$ cat config.mk
export PLATFORM = sky130hd
export DESIGN_NAME = pkt_accum_ctrl
export DESIGN_NICKNAME = d
export VERILOG_FILES = /design/src/rtl/pkt_accum_pkg.sv /design/src/rtl/acc_adder.sv /design/src/rtl/pkt_accum_ctrl.sv
export SDC_FILE = /design/constraint.sdc
export NUM_CORES = 1
export LEC_CHECK = 0
export BUFFER_PORTS_ARGS = -buffer_cell sky130_fd_sc_hd__buf_2
export CORE_ASPECT_RATIO = 0.75
export CORE_UTILIZATION = 40
export CTS_CLUSTER_DIAMETER = 40
export DETAILED_ROUTE_END_ITERATION = 10
export REMOVE_ABC_BUFFERS = 1
export SYNTH_ARGS = -nofsm -noshare
export SYNTH_HDL_FRONTEND = slang
export SYNTH_SLANG_ARGS = --single-unit
export TNS_END_PERCENT = 1
$ cat constraint.sdc
create_clock -name clk_2 -period 2.61 [get_ports clk_2]
set_input_delay 0.261 -clock clk_2 [delete_from_list [all_inputs] [get_ports clk_2]]
set_output_delay 0.261 -clock clk_2 [all_outputs]
set_load 0.02 [all_outputs]
$ cat src/rtl/pkt_accum_pkg.sv
// Shared types and constants for the packet accumulator controller.
// The optional saturation build (macro PKT_ACCUM_SAT_EN) is selected in acc_adder.
package pkt_accum_pkg;

  localparam int BYTES_PER_PKT = 4;
  localparam int SUM_W         = 10;

  typedef enum logic [2:0] {
    IDLE,
    POP,
    CAPT,
    RAM_RD,
    RAM_CAPT,
    RAM_WR
  } state_t;

endpackage

$ cat src/rtl/acc_adder.sv
// Combinational adder that folds a packet sum into a RAM word.
// Define PKT_ACCUM_SAT_EN to clamp at all-ones; otherwise the result wraps.
module acc_adder
  import pkt_accum_pkg::*;
#(
  parameter int DATA_W = 16
) (
  input  logic [DATA_W-1:0] base,
  input  logic [SUM_W-1:0]  addend,
  output logic [DATA_W-1:0] total
);

`ifdef PKT_ACCUM_SAT_EN
  // One extra bit catches the carry that triggers the clamp.
  logic [DATA_W:0] raw;

  assign raw   = {1'b0, base} + {{(DATA_W + 1 - SUM_W){1'b0}}, addend};
  assign total = raw[DATA_W] ? {DATA_W{1'b1}} : raw[DATA_W-1:0];
`else
  assign total = base + {{(DATA_W - SUM_W){1'b0}}, addend};
`endif

endmodule

$ cat src/rtl/pkt_accum_ctrl.sv
// Sums four FIFO bytes per packet and adds the sum into a RAM slot (read-modify-write).
// Result wraps by default; build with PKT_ACCUM_SAT_EN for a saturating result.
module pkt_accum_ctrl
  import pkt_accum_pkg::*;
#(
  parameter int ADDR_W = 8,
  parameter int DATA_W = 16
) (
  input  logic              clk_2,
  input  logic              reset,
  input  logic              fifo_empty,
  input  logic [7:0]        fifo_rdata,
  output logic              rd_fifo,
  input  logic [DATA_W-1:0] ram_rdata,
  output logic [ADDR_W-1:0] ram_addr,
  output logic              ram_rd,
  output logic              ram_wr,
  output logic [DATA_W-1:0] ram_wdata,
  output logic              pkt_done
);

  state_t            state;
  state_t            state_next;
  logic [SUM_W-1:0]  sum;
  logic [1:0]        byte_cnt;
  logic [ADDR_W-1:0] addr_cnt;
  logic [DATA_W-1:0] wdata_q;
  logic [DATA_W-1:0] adder_out;

  always_ff @(posedge clk_2) begin
    if (reset) state <= IDLE;
    else       state <= state_next;
  end

  // Every packet byte returns through IDLE, so bytes are never popped back to back.
  always_comb begin
    state_next = state;
    rd_fifo    = 1'b0;
    ram_rd     = 1'b0;
    ram_wr     = 1'b0;
    pkt_done   = 1'b0;
    case (state)
      IDLE:     if (!fifo_empty) state_next = POP;
      POP: begin
        rd_fifo    = 1'b1;
        state_next = CAPT;
      end
      CAPT:     state_next = (byte_cnt == 2'(BYTES_PER_PKT - 1)) ? RAM_RD : IDLE;
      RAM_RD: begin
        ram_rd     = 1'b1;
        state_next = RAM_CAPT;
      end
      RAM_CAPT: state_next = RAM_WR;
      RAM_WR: begin
        ram_wr     = 1'b1;
        pkt_done   = 1'b1;
        state_next = IDLE;
      end
      default:  state_next = IDLE;
    endcase
  end

  acc_adder #(
    .DATA_W (DATA_W)
  ) u_acc_adder (
    .base   (ram_rdata),
    .addend (sum),
    .total  (adder_out)
  );

  // wdata_q doubles as the result register, so ram_wdata holds between writes.
  always_ff @(posedge clk_2) begin
    if (reset) begin
      sum      <= '0;
      byte_cnt <= '0;
      addr_cnt <= '0;
      wdata_q  <= '0;
    end else begin
      case (state)
        CAPT: begin
          sum      <= sum + {2'b00, fifo_rdata};
          byte_cnt <= byte_cnt + 2'd1;
        end
        RAM_CAPT: wdata_q <= adder_out;
        RAM_WR: begin
          sum      <= '0;
          byte_cnt <= '0;
          addr_cnt <= addr_cnt + {{(ADDR_W - 1){1'b0}}, 1'b1};
        end
        default: ;
      endcase
    end
  end

  assign ram_addr  = addr_cnt;
  assign ram_wdata = wdata_q;

endmodule

# [Word-level counts from Yosys, hierarchy flattened]
# Index checks and enable logic that the tools add are counted.
[word_totals] regBits=39 output_inout_bits=28 inputBits=27 wordCells=26
[classes] n_addsub=4 n_reduce_logical=2 mux=8 n_eq_ne=7
[ops] cell="10-bit case mux with 2 select lines" n=1
[ops] cell="16-bit by 10-bit adder with 16-bit output" n=1
[ops] cell="3-bit case mux with 5 select lines" n=1
[ops] cell="10-bit by 8-bit adder with 10-bit output" n=1
[ops] cell="8-bit by 1-bit adder with 8-bit output, second input constant" n=1
[ops] cell="3-bit by 2-bit == test with 1-bit output, second input constant" n=2
[ops] cell="3-bit == test, second input constant" n=2
[ops] cell="2-bit case mux with 2 select lines" n=1
[ops] cell="3-bit by 1-bit == test with 1-bit output, second input constant" n=1
[ops] cell="3-bit logical NOT" n=1
[ops] cell="1-bit two-way mux" n=3
[ops] cell="3-bit two-way mux" n=1
[ops] cell="2-bit by 1-bit adder with 2-bit output, second input constant" n=1
[ops] cell="2-bit == test, second input constant" n=1
[ops] cell="2-bit two-way mux" n=1
[ops] cell="2-bit inequality test, second input constant" n=1
[ops] cell="2-bit nonzero test" n=1

# [Logic depth before layout (Yosys ltp)]
[depth] depth_word=3 depth_mapped=8 depth_no_buf=8

# [Cells and area by module]
# From an unflattened synthesis, not the netlist that was laid out.
[unflattened] cells_unflattened=284 hier_area_um2=2373.5
[modules_own_cells] mod="pkt_accum_ctrl" cells_per_inst=215 n_inst=1 area_per_inst_um2=1826.8
[modules_own_cells] mod="acc_adder" cells_per_inst=69 n_inst=1 area_per_inst_um2=546.8

# [Worst setup path before layout]
# Ideal clock, no wire load.
[synth_path] kind="register to register" start="reg sum[0]" end="reg wdata_q[12], in the netlist ram_wdata[12]" path_stages_with_launch=9 arrival_ns=2.039 period_less_slack_ns=2.171 setup_slack_ns=0.439 path_cell_list="dfxtp_1 -> ha_1 -> fa_1 -> a211oi_2 -> o21ai_1 -> a21o_1 -> o31ai_4 -> mux2i_1 -> o22ai_1"
[synth_between] elab_chain_len=1
[synth_rtl] element="start, declared" line="pkt_accum_ctrl.sv:24" rtl="logic [SUM_W-1:0] sum;"
[synth_rtl] element="start signal, assigned" line="pkt_accum_ctrl.sv:81" rtl="sum <= sum + {2'b00, fifo_rdata};"
[synth_rtl] element="16-bit by 10-bit adder with 16-bit output" line="acc_adder.sv:20" rtl="assign total = base + {{(DATA_W - SUM_W){1'b0}}, addend};"
[synth_rtl] element="end signal, assigned" line="pkt_accum_ctrl.sv:84" rtl="RAM_CAPT: wdata_q <= adder_out;"
[synth_rtl] element="end, declared" line="pkt_accum_ctrl.sv:27" rtl="logic [DATA_W-1:0] wdata_q;"
# No other way between the ends.
# A chain may end at the register's enable or synchronous reset.

# [Worst setup path after layout]
# Ends and elaborated chain as after synthesis.

==> results <==
- The flow ran to the end, and the final reports show no timing, DRC or antenna violations.
- The netlist uses 43 different library cells.
- The total power of the final layout is 1.211 mW.
- The floorplan step defined a core boundary enclosing 0.005468 mm2.
- The number of I/O port buffers is 54.
- Of the cells placed in the final design, the portion with a size suffix greater than 1 is 0.2042.
- The number of max-capacitance violations reported is 0.
- The highest ir drop seen on vdd is 0.2256 mV.
- The estimated wirelength of the detail-placed design is 3912 um.
- The clock-pin slew reported for the worst setup and hold paths after clock tree synthesis is 0.08 ns.
- Counting flops with a built-in enable in the synthesized netlist gives 0.
- The cell area after technology mapping is 0.002316 mm2.
- On the worst path, the slowest cell contributes a delay of 0.43 ns.
- The setup clock skew after layout is 0.005597 ns.
- After detailed routing, the total wire length is 5093 um.
- In this run the count of I/O pins placed on the die edge is 55.
- The count of nets left with antenna violations once routing finished came out at 0.
- The die covers 0.006101 mm2.
- For the final routed database, the setup TNS stands at 0 ns.
- The class of the most critical hold timing path is input port to flop.
- The post-route clock period utilization is 0.9171.
- Power spread over the standard cell area amounts to 440.8 mW/mm2.
- After synthesis, the mean cell area works out to 8.301 um2.
- The count of hold-fix buffers inserted at cts is 0.
- The TritonCTS clock tree is built.
- By startpoint and endpoint, the worst setup path is classified as flop to flop.
- The synthesis-to-layout area growth is 18.58%.
- The starting density of the core is 0.4236.
- The critical path buffer and inverter count is 0.
- The total setup buffers inserted after CTS is 0.
- The slowest stage cell on the critical path is fa_1.
- Post-CTS repair changed the size of 0 cells.
- STA classifies the critical path startpoint as a flop.
- The net total in the final layout is 382.
- The number of antenna violations at the first check in global routing was 0.
- The die boundary height is 67.90 um.
- The level count of the clock H-tree is 2.
- The count of final max-slew check failures is 0.
- The peak fanout along the critical path is 3.
- In this run the register-to-register setup slack is 0.22 ns.
- The TritonCTS sink count is 39.
- STA classifies the critical path endpoint as a flop.
- Static timing analysis puts the maximum clock frequency at 417.8 MHz.
- Detailed routing inserted a total of 2087 vias.
- Walking the worst path, the cells encountered are ha_1 -> fa_1 -> a211oi_2 -> o21ai_1 -> a21o_1 -> o31ai_4 -> mux2i_1 -> o22ai_1.
- The number of antenna diodes in the final layout is 0.
- The post-detailed-route wirelength per cell is 12.48 um.
- The via count of the first global-routing pass came to 1904.
- The clock passes through at most 2 buffers.
- The worst slew slack as a fraction of its limit is 0.6116.
- Clock latency on the worst-skew pair, taken at its later pin, is 0.28 ns.
- The kind of cell adding the most delay to the critical path is compound AO/OA/AOI/OAI gates.
- The number of violations reported at the end of detailed-routing iteration 0 is 76.
- The number of clock buffers added by TritonCTS is 5.
- Counting I/O delays and the setup requirement, the final critical path takes 2.394 ns.
- At the pin with the least slew margin, the transition time is 0.5826 ns.
- The CTS root buffer is clkbuf_8.
- The final hold violation count is 0.
- The die is 89.86 um wide.
- Among all flip-flop cells after synthesis, the most frequent one is dfxtp_1.
- The number of DRC violations after detailed routing is 0.
- The synthesized instance count is 279.
- For the worst setup path, the data required time is 2.77 ns.
- Data on the critical path arrives at its endpoint at 2.55 ns.
- The number of iterations in the first detailed-routing pass is 4.
- The non-filler instance count after layout is 408.
- The placed instance count is 401.
- The share of synthesized flip-flops with an asynchronous set or reset is 0.
- The analysis attributes to cell leakage a power of 1.242 nW.
- The overall fraction of global-route tracks in use is 0.1758.
- The first global-routing pass estimated 8521 um of wire.
- Yosys printed 0 warnings.
- The portion of the post-synthesis area used by sequential elements is 0.3371.
- The number of vias per cell is 5.115.
- Setup repair after global routing left no endpoint under its margin.
- The floorplan has 23 rows.
- Global routing finished with a remaining overflow of 0.
- The maximum number of pins on one net before global-route repair is 28.
- The setup violation total in the final timing report is 0.
- The synthesized design contains 39 register bits.
- The congestion estimate from routability-driven global placement came to 0.7697.
[path summary, 6_finish.rpt]
check	start	to	cells past startpoint
min	ram_rdata[15]	ram_wdata[15]	3
max reg2reg	sum[0]	ram_wdata[12]	8
min reg2reg	ram_wdata[8]	ram_wdata[8]	2
max	sum[0]	ram_wdata[12]	8
[metal layers]
metal | vias up | share of wire | wire (um) | global-route usage
met5 | - | 0 | 0 | 0
met4 | 0 | 0.0086 | 44 | 0.04839
met3 | 4 | 0.056 | 283 | 0.03444
met2 | 68 | 0.44 | 2232 | 0.3029
met1 | 925 | 0.50 | 2533 | 0.2295
li1 | 1090 | - | - | -
[report_power, final]
part	leakage [nW]	switching [mW]	internal [mW]	total, mW
logic	0.880	0.104	0.0803	0.184
registers	0.315	0.0107	0.606	0.617
clock network	0.0470	0.202	0.207	0.410
[flip-flops by register name, summed over array words and instances, names as in the netlist]
| name | flops |
|---|---|
| state | 3 |
| ram_addr | 8 |
| byte_cnt | 2 |
| ram_wdata | 16 |
| sum | 10 |
[cell usage in the layout (no fill, tap or decap), types with 4 or more instances in the layout]
cell | synthesis | final
xnor2_1 | 13 | 13
a211oi_1 | 6 | 6
a21o_1 | 5 | 5
nand3_1 | 7 | 7
o21bai_1 | 4 | 4
a22oi_1 | 6 | 6
ha_1 | 20 | 20
a21oi_1 | 22 | 22
dfxtp_1 | 39 | 39
nor2b_1 | 5 | 5
o21ai_0 | 11 | 11
nor3_1 | 7 | 7
clkbuf_8 | 0 | 6
nand4_1 | 4 | 4
nand2_1 | 29 | 29
inv_1 | 8 | 8
nor2_1 | 38 | 38
buf_2 | 2 | 54
xor2_1 | 9 | 9
[synth_stat cells, types with 5 or more instances]
cell type | n | area [um2]
ha_1 | 20 | 250.2
nand2_1 | 29 | 108.9
nor3_1 | 7 | 35.03
nor2b_1 | 5 | 31.28
a21oi_1 | 22 | 110.1
clkbuf_1 | 6 | 22.52
xnor2_1 | 13 | 113.9
a22oi_1 | 6 | 45.04
a21o_1 | 5 | 37.54
nor2_1 | 38 | 142.6
xor2_1 | 9 | 78.83
a211oi_1 | 6 | 45.04
o21ai_0 | 11 | 55.05
nand3_1 | 7 | 35.03
dfxtp_1 | 39 | 780.8
inv_1 | 8 | 30.03
[cell families (layout without fill, tap and decap cells)]
logic type                 Yosys count  in the layout  synth area share
AOI/OAI and AO/OA                   73             73            0.2112
xor gates and xnor gates            22             22           0.08320
adders and majority gates           22             22            0.1253
buffers and inverters               19             73           0.03349
DFF                                 39             39            0.3371
muxes                                4              4           0.01783
and+or+nand+nor                    100            100            0.1918
[layout make-up]
class,count,area (um2)
fillers,561,2721
multi-input cells,221,1458
inverters,9,33.78
repair buffers,57,292.8
clock buffers,6,82.58
clock inverters,1,5.005
well taps,75,93.84
flip-flops and latches,39,780.7
[worst min-delay path: stages]
cell	delay, ns
buf_2	0.09
xnor2_1	0.11
a21oi_1	0.06
[metrics by stage]
step	worst slack, ns	utilization	hold slack [ns]	area (um2)
6_report	0.2164	0.5023	0.2774	2746
5_1_grt	0.06316	0.5023	0.2997	2746
4_1_cts	0.2428	0.5023	0.2703	2746
3_5_place_dp	0.2355	0.4863	0.4439	2659
3_3_place_gp	0.2515	0.4863	0.4343	2659
2_1_floorplan	0.4471	-	0.3256	2272
(Power assumes the default switching activity.)
